**src/rtl/rtc_read_scheduler_pkg.sv**
```systemverilog
// Shared RTC constants: scheduler state encoding, register indices and
// the default spacing between consecutive register read starts.
package rtc_read_scheduler_pkg;

    typedef enum logic [2:0] {
        ST_IDLE  = 3'd0,
        ST_PULSE = 3'd1,
        ST_WAIT  = 3'd2,
        ST_DONE  = 3'd3,
        ST_WRITE = 3'd4
    } sched_state_t;

    localparam int WAIT_CYCLES_DEF = 36;

    localparam logic [2:0] IDX_SEG  = 3'd0;
    localparam logic [2:0] IDX_MIN  = 3'd1;
    localparam logic [2:0] IDX_HORA = 3'd2;
    localparam logic [2:0] IDX_DIA  = 3'd3;
    localparam logic [2:0] IDX_MES  = 3'd4;
    localparam logic [2:0] IDX_ANIO = 3'd5;

    // Bit k of the result is the start pulse for register index k.
    function automatic logic [5:0] idx_onehot(input logic [2:0] idx);
        logic [5:0] r;
        r = 6'd0;
        case (idx)
            IDX_SEG:  r = 6'b000001;
            IDX_MIN:  r = 6'b000010;
            IDX_HORA: r = 6'b000100;
            IDX_DIA:  r = 6'b001000;
            IDX_MES:  r = 6'b010000;
            IDX_ANIO: r = 6'b100000;
            default:  r = 6'b000000;
        endcase
        return r;
    endfunction

endpackage

```
**src/rtl/rtc_read_scheduler_if.sv**
```systemverilog
// Request/grant and read-start signals between the RTC read scheduler,
// the tick source, the programming path and the per-register read FSMs.
interface rtc_read_scheduler_if;
    logic       start_tick;
    logic       write_req;
    logic       write_done;
    logic       do_it_leer_seg;
    logic       do_it_leer_min;
    logic       do_it_leer_hora;
    logic       do_it_leer_dia;
    logic       do_it_leer_mes;
    logic       do_it_leer_anio;
    logic [2:0] reg_sel;
    logic       busy;
    logic       read_done;
    logic       write_grant;

    modport master (
        output start_tick, write_req, write_done,
        input  do_it_leer_seg, do_it_leer_min, do_it_leer_hora,
               do_it_leer_dia, do_it_leer_mes, do_it_leer_anio,
               reg_sel, busy, read_done, write_grant
    );

    modport slave (
        input  start_tick, write_req, write_done,
        output do_it_leer_seg, do_it_leer_min, do_it_leer_hora,
               do_it_leer_dia, do_it_leer_mes, do_it_leer_anio,
               reg_sel, busy, read_done, write_grant
    );
endinterface

```
**src/rtl/rtc_read_scheduler.sv**
```systemverilog
// Sequences read starts for the six RTC time/date registers and arbitrates
// the RTC bus against the programming path; a running sweep is never cut short.
//
//   state    | meaning
//   ---------+----------------------------------------------------------
//   ST_IDLE  | bus free; serve a write first, then a (pending) tick
//   ST_PULSE | one-cycle read start for register idx
//   ST_WAIT  | hold off WAIT_CYCLES cycles while that register is read
//   ST_DONE  | one-cycle read_done after register 5
//   ST_WRITE | programming path owns the bus until write_done
module rtc_read_scheduler
    import rtc_read_scheduler_pkg::*;
#(
    parameter int WAIT_CYCLES = WAIT_CYCLES_DEF
) (
    input  logic                 clk,
    input  logic                 reset,
    rtc_read_scheduler_if.slave  bus
);

    localparam logic [5:0] CNT_LAST = 6'(WAIT_CYCLES - 1);

    sched_state_t state_q, state_d;
    logic [2:0]   idx_q, idx_d;
    logic [5:0]   cnt_q, cnt_d;
    logic         tick_pend_q, tick_pend_d;
    logic         write_pend_q, write_pend_d;
    logic         grant_q;
    logic [5:0]   do_vec;

    always_ff @(posedge clk or posedge reset) begin
        if (reset) begin
            state_q      <= ST_IDLE;
            idx_q        <= 3'd0;
            cnt_q        <= 6'd0;
            tick_pend_q  <= 1'b0;
            write_pend_q <= 1'b0;
            grant_q      <= 1'b0;
        end else begin
            state_q      <= state_d;
            idx_q        <= idx_d;
            cnt_q        <= cnt_d;
            tick_pend_q  <= tick_pend_d;
            write_pend_q <= write_pend_d;
            grant_q      <= (state_q == ST_WRITE);
        end
    end

    always_comb begin
        state_d      = state_q;
        idx_d        = idx_q;
        cnt_d        = cnt_q;
        tick_pend_d  = tick_pend_q;
        write_pend_d = write_pend_q;

        // Requests seen while busy are remembered, repeats collapse to one.
        if (state_q != ST_IDLE && bus.start_tick) begin
            tick_pend_d = 1'b1;
        end
        if ((state_q == ST_PULSE || state_q == ST_WAIT || state_q == ST_DONE) && bus.write_req) begin
            write_pend_d = 1'b1;
        end

        case (state_q)
            ST_IDLE: begin
                if (bus.write_req || write_pend_q) begin
                    state_d      = ST_WRITE;
                    write_pend_d = 1'b0;
                    if (bus.start_tick) begin
                        tick_pend_d = 1'b1;
                    end
                end else if (bus.start_tick || tick_pend_q) begin
                    state_d     = ST_PULSE;
                    idx_d       = IDX_SEG;
                    tick_pend_d = 1'b0;
                end
            end
            ST_PULSE: begin
                cnt_d   = 6'd0;
                state_d = ST_WAIT;
            end
            ST_WAIT: begin
                if (cnt_q == CNT_LAST) begin
                    if (idx_q == IDX_ANIO) begin
                        state_d = ST_DONE;
                    end else begin
                        idx_d   = idx_q + 3'd1;
                        state_d = ST_PULSE;
                    end
                end else begin
                    cnt_d = cnt_q + 6'd1;
                end
            end
            ST_DONE: begin
                state_d = ST_IDLE;
            end
            ST_WRITE: begin
                // A release in the very first grant cycle is treated as stale.
                if (bus.write_done && grant_q) begin
                    state_d = ST_IDLE;
                end
            end
            default: begin
                state_d = ST_IDLE;
            end
        endcase
    end

    assign do_vec = (state_q == ST_PULSE) ? idx_onehot(idx_q) : 6'd0;

    assign bus.do_it_leer_seg  = do_vec[IDX_SEG];
    assign bus.do_it_leer_min  = do_vec[IDX_MIN];
    assign bus.do_it_leer_hora = do_vec[IDX_HORA];
    assign bus.do_it_leer_dia  = do_vec[IDX_DIA];
    assign bus.do_it_leer_mes  = do_vec[IDX_MES];
    assign bus.do_it_leer_anio = do_vec[IDX_ANIO];

    assign bus.reg_sel     = (state_q == ST_PULSE || state_q == ST_WAIT) ? idx_q : 3'd0;
    assign bus.busy        = (state_q != ST_IDLE);
    assign bus.read_done   = (state_q == ST_DONE);
    assign bus.write_grant = (state_q == ST_WRITE);

endmodule

```
**src/flat_wrapper.sv**
```systemverilog
// flat-port wrapper written by rule: the top's interface ports become plain ports
module rtc_read_scheduler_flat import rtc_read_scheduler_pkg::*;
#(
    parameter int WAIT_CYCLES = WAIT_CYCLES_DEF
)
  (clk, reset, bus_start_tick, bus_write_req, bus_write_done, bus_do_it_leer_seg, bus_do_it_leer_min, bus_do_it_leer_hora, bus_do_it_leer_dia, bus_do_it_leer_mes, bus_do_it_leer_anio, bus_reg_sel, bus_busy, bus_read_done, bus_write_grant);
  rtc_read_scheduler_if bus_i ();
  input  logic clk;
  input  logic reset;
  input wire logic [$bits(bus_i.start_tick)-1:0] bus_start_tick;
  input wire logic [$bits(bus_i.write_req)-1:0] bus_write_req;
  input wire logic [$bits(bus_i.write_done)-1:0] bus_write_done;
  output wire logic [$bits(bus_i.do_it_leer_seg)-1:0] bus_do_it_leer_seg;
  output wire logic [$bits(bus_i.do_it_leer_min)-1:0] bus_do_it_leer_min;
  output wire logic [$bits(bus_i.do_it_leer_hora)-1:0] bus_do_it_leer_hora;
  output wire logic [$bits(bus_i.do_it_leer_dia)-1:0] bus_do_it_leer_dia;
  output wire logic [$bits(bus_i.do_it_leer_mes)-1:0] bus_do_it_leer_mes;
  output wire logic [$bits(bus_i.do_it_leer_anio)-1:0] bus_do_it_leer_anio;
  output wire logic [$bits(bus_i.reg_sel)-1:0] bus_reg_sel;
  output wire logic [$bits(bus_i.busy)-1:0] bus_busy;
  output wire logic [$bits(bus_i.read_done)-1:0] bus_read_done;
  output wire logic [$bits(bus_i.write_grant)-1:0] bus_write_grant;
  assign bus_i.start_tick = bus_start_tick;
  assign bus_i.write_req = bus_write_req;
  assign bus_i.write_done = bus_write_done;
  assign bus_do_it_leer_seg = bus_i.do_it_leer_seg;
  assign bus_do_it_leer_min = bus_i.do_it_leer_min;
  assign bus_do_it_leer_hora = bus_i.do_it_leer_hora;
  assign bus_do_it_leer_dia = bus_i.do_it_leer_dia;
  assign bus_do_it_leer_mes = bus_i.do_it_leer_mes;
  assign bus_do_it_leer_anio = bus_i.do_it_leer_anio;
  assign bus_reg_sel = bus_i.reg_sel;
  assign bus_busy = bus_i.busy;
  assign bus_read_done = bus_i.read_done;
  assign bus_write_grant = bus_i.write_grant;
  rtc_read_scheduler #(.WAIT_CYCLES(WAIT_CYCLES)) u_core (.clk(clk), .reset(reset), .bus(bus_i));
endmodule
```
**config.mk**
```make
export PLATFORM = sky130hd
export DESIGN_NAME = rtc_read_scheduler_flat
export DESIGN_NICKNAME = d
export VERILOG_FILES = /design/src/rtl/rtc_read_scheduler_pkg.sv /design/src/rtl/rtc_read_scheduler_if.sv /design/src/rtl/rtc_read_scheduler.sv /design/src/flat_wrapper.sv
export SDC_FILE = /design/constraint.sdc
export NUM_CORES = 1
export LEC_CHECK = 0
export BUFFER_PORTS_ARGS = -buffer_cell sky130_fd_sc_hd__clkbuf_2
export CORE_MARGIN = 4
export CORE_UTILIZATION = 47
export CTS_CLUSTER_DIAMETER = 30
export DETAILED_ROUTE_END_ITERATION = 8
export PLACE_DENSITY = 0.73
export SYNTH_ARGS = -nofsm -noshare
export SYNTH_HDL_FRONTEND = slang
export SYNTH_SLANG_ARGS = --single-unit
```
**constraint.sdc**
```tcl
create_clock -name clk -period 1.78 [get_ports clk]
set_clock_uncertainty 0.2 [all_clocks]
set_input_delay 0.178 -clock clk [delete_from_list [all_inputs] [get_ports clk]]
set_output_delay 0.178 -clock clk [all_outputs]
set_load 0.03 [all_outputs]
```
; Yosys cells after proc, flatten, opt, wreduce, memory -nomap -nowiden
; Index checks and enable logic that the tools add are counted.
; W data, S select, Z words.
[op_classes]
muxes = 24
n_reduce_logical = 15
eq_ne = 17
add_sub_neg = 2
[ops]
columns = op, count
row1 = $pmux W6 S6, 1
row2 = $mux W3, 9
row3 = $eq A3 B2 Y1 const B, 4
row4 = $mux W6, 2
row5 = $pmux W3 S4, 1
row6 = $pmux W6 S2, 1
row7 = $eq A3 B3 Y1 const B, 3
row8 = $mux W1, 8
row9 = $add A6 B1 Y6 const B, 1
row10 = $eq A3 B1 Y1 const B, 2
row11 = $eq A6 B6 Y1 const B, 1
row12 = $logic_not A3 Y1, 2
row13 = $ne A2 B1 Y1 const B, 3
row14 = $ne A2 B2 Y1 const B, 3
row15 = $pmux W3 S2, 1
row16 = $reduce_and A5 Y1, 1
row17 = $logic_or A1 B1 Y1, 4
row18 = $reduce_bool A2 Y1, 2
row19 = $add A3 B1 Y3 const B, 1
row20 = $logic_and A1 B1 Y1, 3
row21 = $ne A3 B1 Y1 const B, 1
row22 = $reduce_and A3 Y1, 1
row23 = $reduce_bool A3 Y1, 1
row24 = $mux W2, 1
row25 = $reduce_and A2 Y1, 1
[word_totals]
out_inout_bits = 12
input_bits = 5
elab_cells = 64
reg_bits = 15

; Logic depth before layout (Yosys ltp)
[logic_depth]
depth_word = 7
ltp_mapped = 5
depth_no_buf = 5

; Worst setup path after synthesis
; OpenSTA, ideal clock, no wires.
[synth_path]
path_type = flip-flop to output port
start = register u_core.state_q[2]
end = output port bus_reg_sel[0]
stages_incl_launch_ff = 4
t_arrival_ns = 1.498
required_time_ns = 1.402
path_buffers = 0
setup_slack_ns = -0.096
cell_sequence = dfrtp_1 -> nor3b_1 -> nor2_1 -> nor2_1
[synth_via]
elab_chain_cells = 3
word_cells_on_any_way = 4
cone_classes = 2 x eq/ne / 1 x mux / 1 x reduce/logical
[synth_rtl]
columns = item, line
row1 = "start, declared", rtc_read_scheduler.sv:23  ; sched_state_t state_q, state_d;
row2 = "start signal, assigned", rtc_read_scheduler.sv:40  ; state_q <= state_d;
row3 = $eq A3 B1 Y1 / $eq A3 B2 Y1 (equally long branches), rtc_read_scheduler.sv:118  ; assign bus.reg_sel = (state_q == ST_PULSE || state_q == ST_WAIT) ? idx_q : 3'd0;
row4 = $logic_or A1 B1 Y1 (*), rtc_read_scheduler.sv:118
row5 = $mux W3 (*), rtc_read_scheduler.sv:118
row6 = "end, declared", flat_wrapper.sv:19  ; output wire logic [$bits(bus_i.reg_sel)-1:0] bus_reg_sel;
; Mark *: on every way between the ends. The rest lies on a longest branch, timed or not.

; Worst setup path in the final report
[layout_path]
start = register u_core.state_q[1]
end = output port bus_do_it_leer_hora
[layout_via]
elab_chain_cells = 2
[layout_rtl]
columns = item, line
row1 = $eq A3 B1 Y1, rtc_read_scheduler.sv:109  ; assign do_vec = (state_q == ST_PULSE) ? idx_onehot(idx_q) : 6'd0;
row2 = $mux W6, rtc_read_scheduler.sv:109
row3 = "end, declared", flat_wrapper.sv:15  ; output wire logic [$bits(bus_i.do_it_leer_hora)-1:0] bus_do_it_leer_hora;
; No other way between the ends.

==> reports/results.txt <==
status - finished with violations
failing checks - setup timing
routed vias/inst - 5.43
Hold Fails Final Rpt - 0
Hold Crit Class - in -> reg
max-slew violations - 0
worst r2r src - u_core.state_q[1]
WP buf/inv - 3
top cell family by delay on the critical path - buffers and inverters
setup TNS - -802 ps
clk sinks - 15
data arrival time of the critical path - 1500 ps
hold path startpoint - bus_start_tick
most frequent cells in the layout - dfrtp_1 (13), buf_4 (12), nand2_1 (8), inv_1 (7), ha_1 (6)
placed wire-length estimate - 1470 µm
die height - 50.7 µm
Core Region - 1730 µm²
Comb power frac - 0.527
fmax - 534 MHz
NetSw - 0.000671 W
kind of critical path - reg -> out
Hold Path Depth - 3
post-synthesis register bit count - 15
# setup viols final - 11
Final WS setup - -93.2 ps
drt first pass iters - 4
number of fillers in the final layout - 113
Slew @ Worst Pin - 577 ps
DR WL/cell - 14.8 µm
relative slew slack - 0.615
Max-Cap Viols - 0
GR Util All Layers - 0.185
sequential share of the synthesized area - 0.439
fin crit share - 1.05
total congestion overflow - 0
Final ANT Viol Nets - 0
clk_lat worst skew - 290 ps
largest area contributor in the netlist - dfrtp_1
Port-buffer cells - 16
YS warnings - 0
switching share of power - 0.421
Largest stage delay, worst path - 410 ps
Leakage - 0.614 nW
Post-Synthesis Cells - 90
part of the power in the clock network - 0.128
Net Count, Synth - 101
CTS root buf - clkbuf_4
internal power - 0.000924 W
RSZ-0062 raised after global routing - yes
Synth-to-Final Area Change - 50.0%
synth unique cells - 26
CTS tree - built
commonest non-fill, non-tap cell in the layout - dfrtp_1
Max Fanout on Critical Path - 7
Placed Area - 1010 µm²
clock slew at reported path FFs - 100 ps
CP cell instances - buf_6 > nor3b_2 > buf_4 > and3_1 > clkbuf_8
top cells by area, synth - dfrtp_1 (44%), ha_1 (8.8%), mux2i_1 (5.8%), inv_1 (3.9%), and3_1 (3.7%)
WHS Endpoint - u_core.tick_pend_q
Hold WS - 38.4 ps
CP Capture Type - primary output
path depth of the worst reg2reg path - 4
via count - 815
Seq pwr share - 0.345
Netlist Area Pre-Place - 856 µm²
NumNets Final - 137
cts bufs inserted - 3
vias in the first global route - 831
die width - 50.7 µm
largest net degree at the start of global routing - 16
VDD IR-drop max - 1.24 mV
DIE AREA - 2570 µm²
slowest cell on the critical path - dfrtp_1
H-tree lvl count - 1
Final Instance Area - 1280 µm²
top-area cell type share of the netlist area - 0.439
crit start category - flip-flop
Rows - 15
Detailed Route Iter0 Violations - 17
mean post-synth cell area - 9.51 µm²
power per cell area - 1240 nW/µm²
pre-CTS WS - 11.4 ps
# diodes - 0
GP Congestion - 0.888
Initial Util - 0.496
Total Wirelength - 2220 µm
WP data required - 1400 ps
post-layout min period - 1870 ps
CTS Buffer Depth - 2
first-pass GRT wire length - 3580 µm
reg2reg setup slack - -60 ps
initial antenna violation count - 0
I/O pin cnt - 17
fraction of layout cells with a size suffix above 1 - 0.432
reg2reg end - u_core.cnt_q[5]
DRC - 0
==> registers in the layout, indices dropped and copies added (netlist names) <==
name,count
u_core.write_pend_q,1
u_core.tick_pend_q,1
u_core.grant_q,1
u_core.cnt_q,6
u_core.state_q,3
u_core.idx_q,3
==> through the flow <==
stage	utilization	std cells	total power (W)
final	0.743	150	0.00159
after floorplan	-	90	0.000889
after global placement	0.588	137	0.00108
after global routing	0.743	150	0.00171
after CTS	0.700	147	0.00147
after detailed placement	0.588	137	0.00110
==> routing by layer <==
| layer | up-vias | global-route usage | wire, µm |
|---|---|---|---|
| met3 | 4 | 0.0297 | 80 |
| met1 | 394 | 0.214 | 948 |
| met2 | 20 | 0.339 | 1170 |
| met4 | 0 | 0.0673 | 23 |
| li1 | 397 | - | - |
| met5 | - | 0 | 0 |
==> synthesized netlist by cell type <==
| master | instances |
|---|---|
| buf_2 | 1 |
| and4bb_2 | 1 |
| or3b_1 | 1 |
| nand3_1 | 3 |
| a21o_1 | 1 |
| o21ai_0 | 3 |
| ha_1 | 6 |
| mux2i_1 | 5 |
| nor3b_1 | 2 |
| or3b_2 | 1 |
| inv_1 | 9 |
| o31ai_1 | 1 |
| and2_1 | 1 |
| nand4_1 | 2 |
| a21oi_1 | 5 |
| a31o_2 | 2 |
| nand2_1 | 8 |
| dfrtp_1 | 15 |
| o2bb2ai_1 | 1 |
| or3_1 | 2 |
| nor2_1 | 8 |
| o41ai_1 | 3 |
| or4_1 | 1 |
| nor3_1 | 2 |
| nor4b_1 | 1 |
| and3_1 | 5 |
==> power groups by stage <==
stage,logic [W],clock network [W],registers (W)
6_report,0.000841,0.000205,0.000549
4_1_cts,0.000732,0.000209,0.000533
5_1_grt,0.000922,0.000223,0.000564
2_1_floorplan,0.000374,0,0.000515
3_3_place_gp,0.000557,0,0.000522
3_5_place_dp,0.000570,0,0.000528
==> tightest hold or removal path, stage by stage <==
cell and delay [ps]:
clkbuf_2 80, nor2_1 90, a21oi_1 140
==> how the worst max path moves through the flow <==
| stage | start | to | cells past startpoint |
|---|---|---|---|
| floorplan | u_core.state_q[2] | bus_reg_sel[0] | 3 |
| CTS | u_core.state_q[1] | bus_reg_sel[0] | 6 |
| global placement | u_core.state_q[2] | u_core.cnt_q[5] | 3 |
| detailed placement | u_core.state_q[2] | u_core.cnt_q[5] | 3 |
| finish | u_core.state_q[1] | bus_do_it_leer_hora | 5 |
| global route | u_core.state_q[1] | bus_reg_sel[2] | 6 |
==> area by class of cell <==
class                   instances  area, µm²  area share
repair buffers                 32        300       0.234
flip-flops and latches         15        378       0.294
clock buffers                   3       22.5      0.0175
multi-input cells              65        513       0.400
clock inverters                 1       5.00     0.00390
inverters                       9       33.8      0.0263
well taps                      25       31.3      0.0244
==> cell families (layout without fill, tap and decap cells) <==
family / Yosys count / in the layout / synth area share
AOI/OAI and AO/OA: 16 / 16 / 0.126
and+or+nand+nor: 38 / 38 / 0.244
buffers and inverters: 10 / 45 / 0.0453
adders and majority gates: 6 / 6 / 0.0877
DFF: 15 / 15 / 0.439
muxes: 5 / 5 / 0.0585
==> what timing repair did <==
action / in CTS / in global routing
endpoints found under the hold margin: 16 / 0
resized for setup: 30 / 19
endpoints found under the setup margin: 12 / 20
pin swaps: 5 / 6
setup buffers: 4 / 3
hold buffers: 2 / 0
Power figures use the tool's default switching activity.
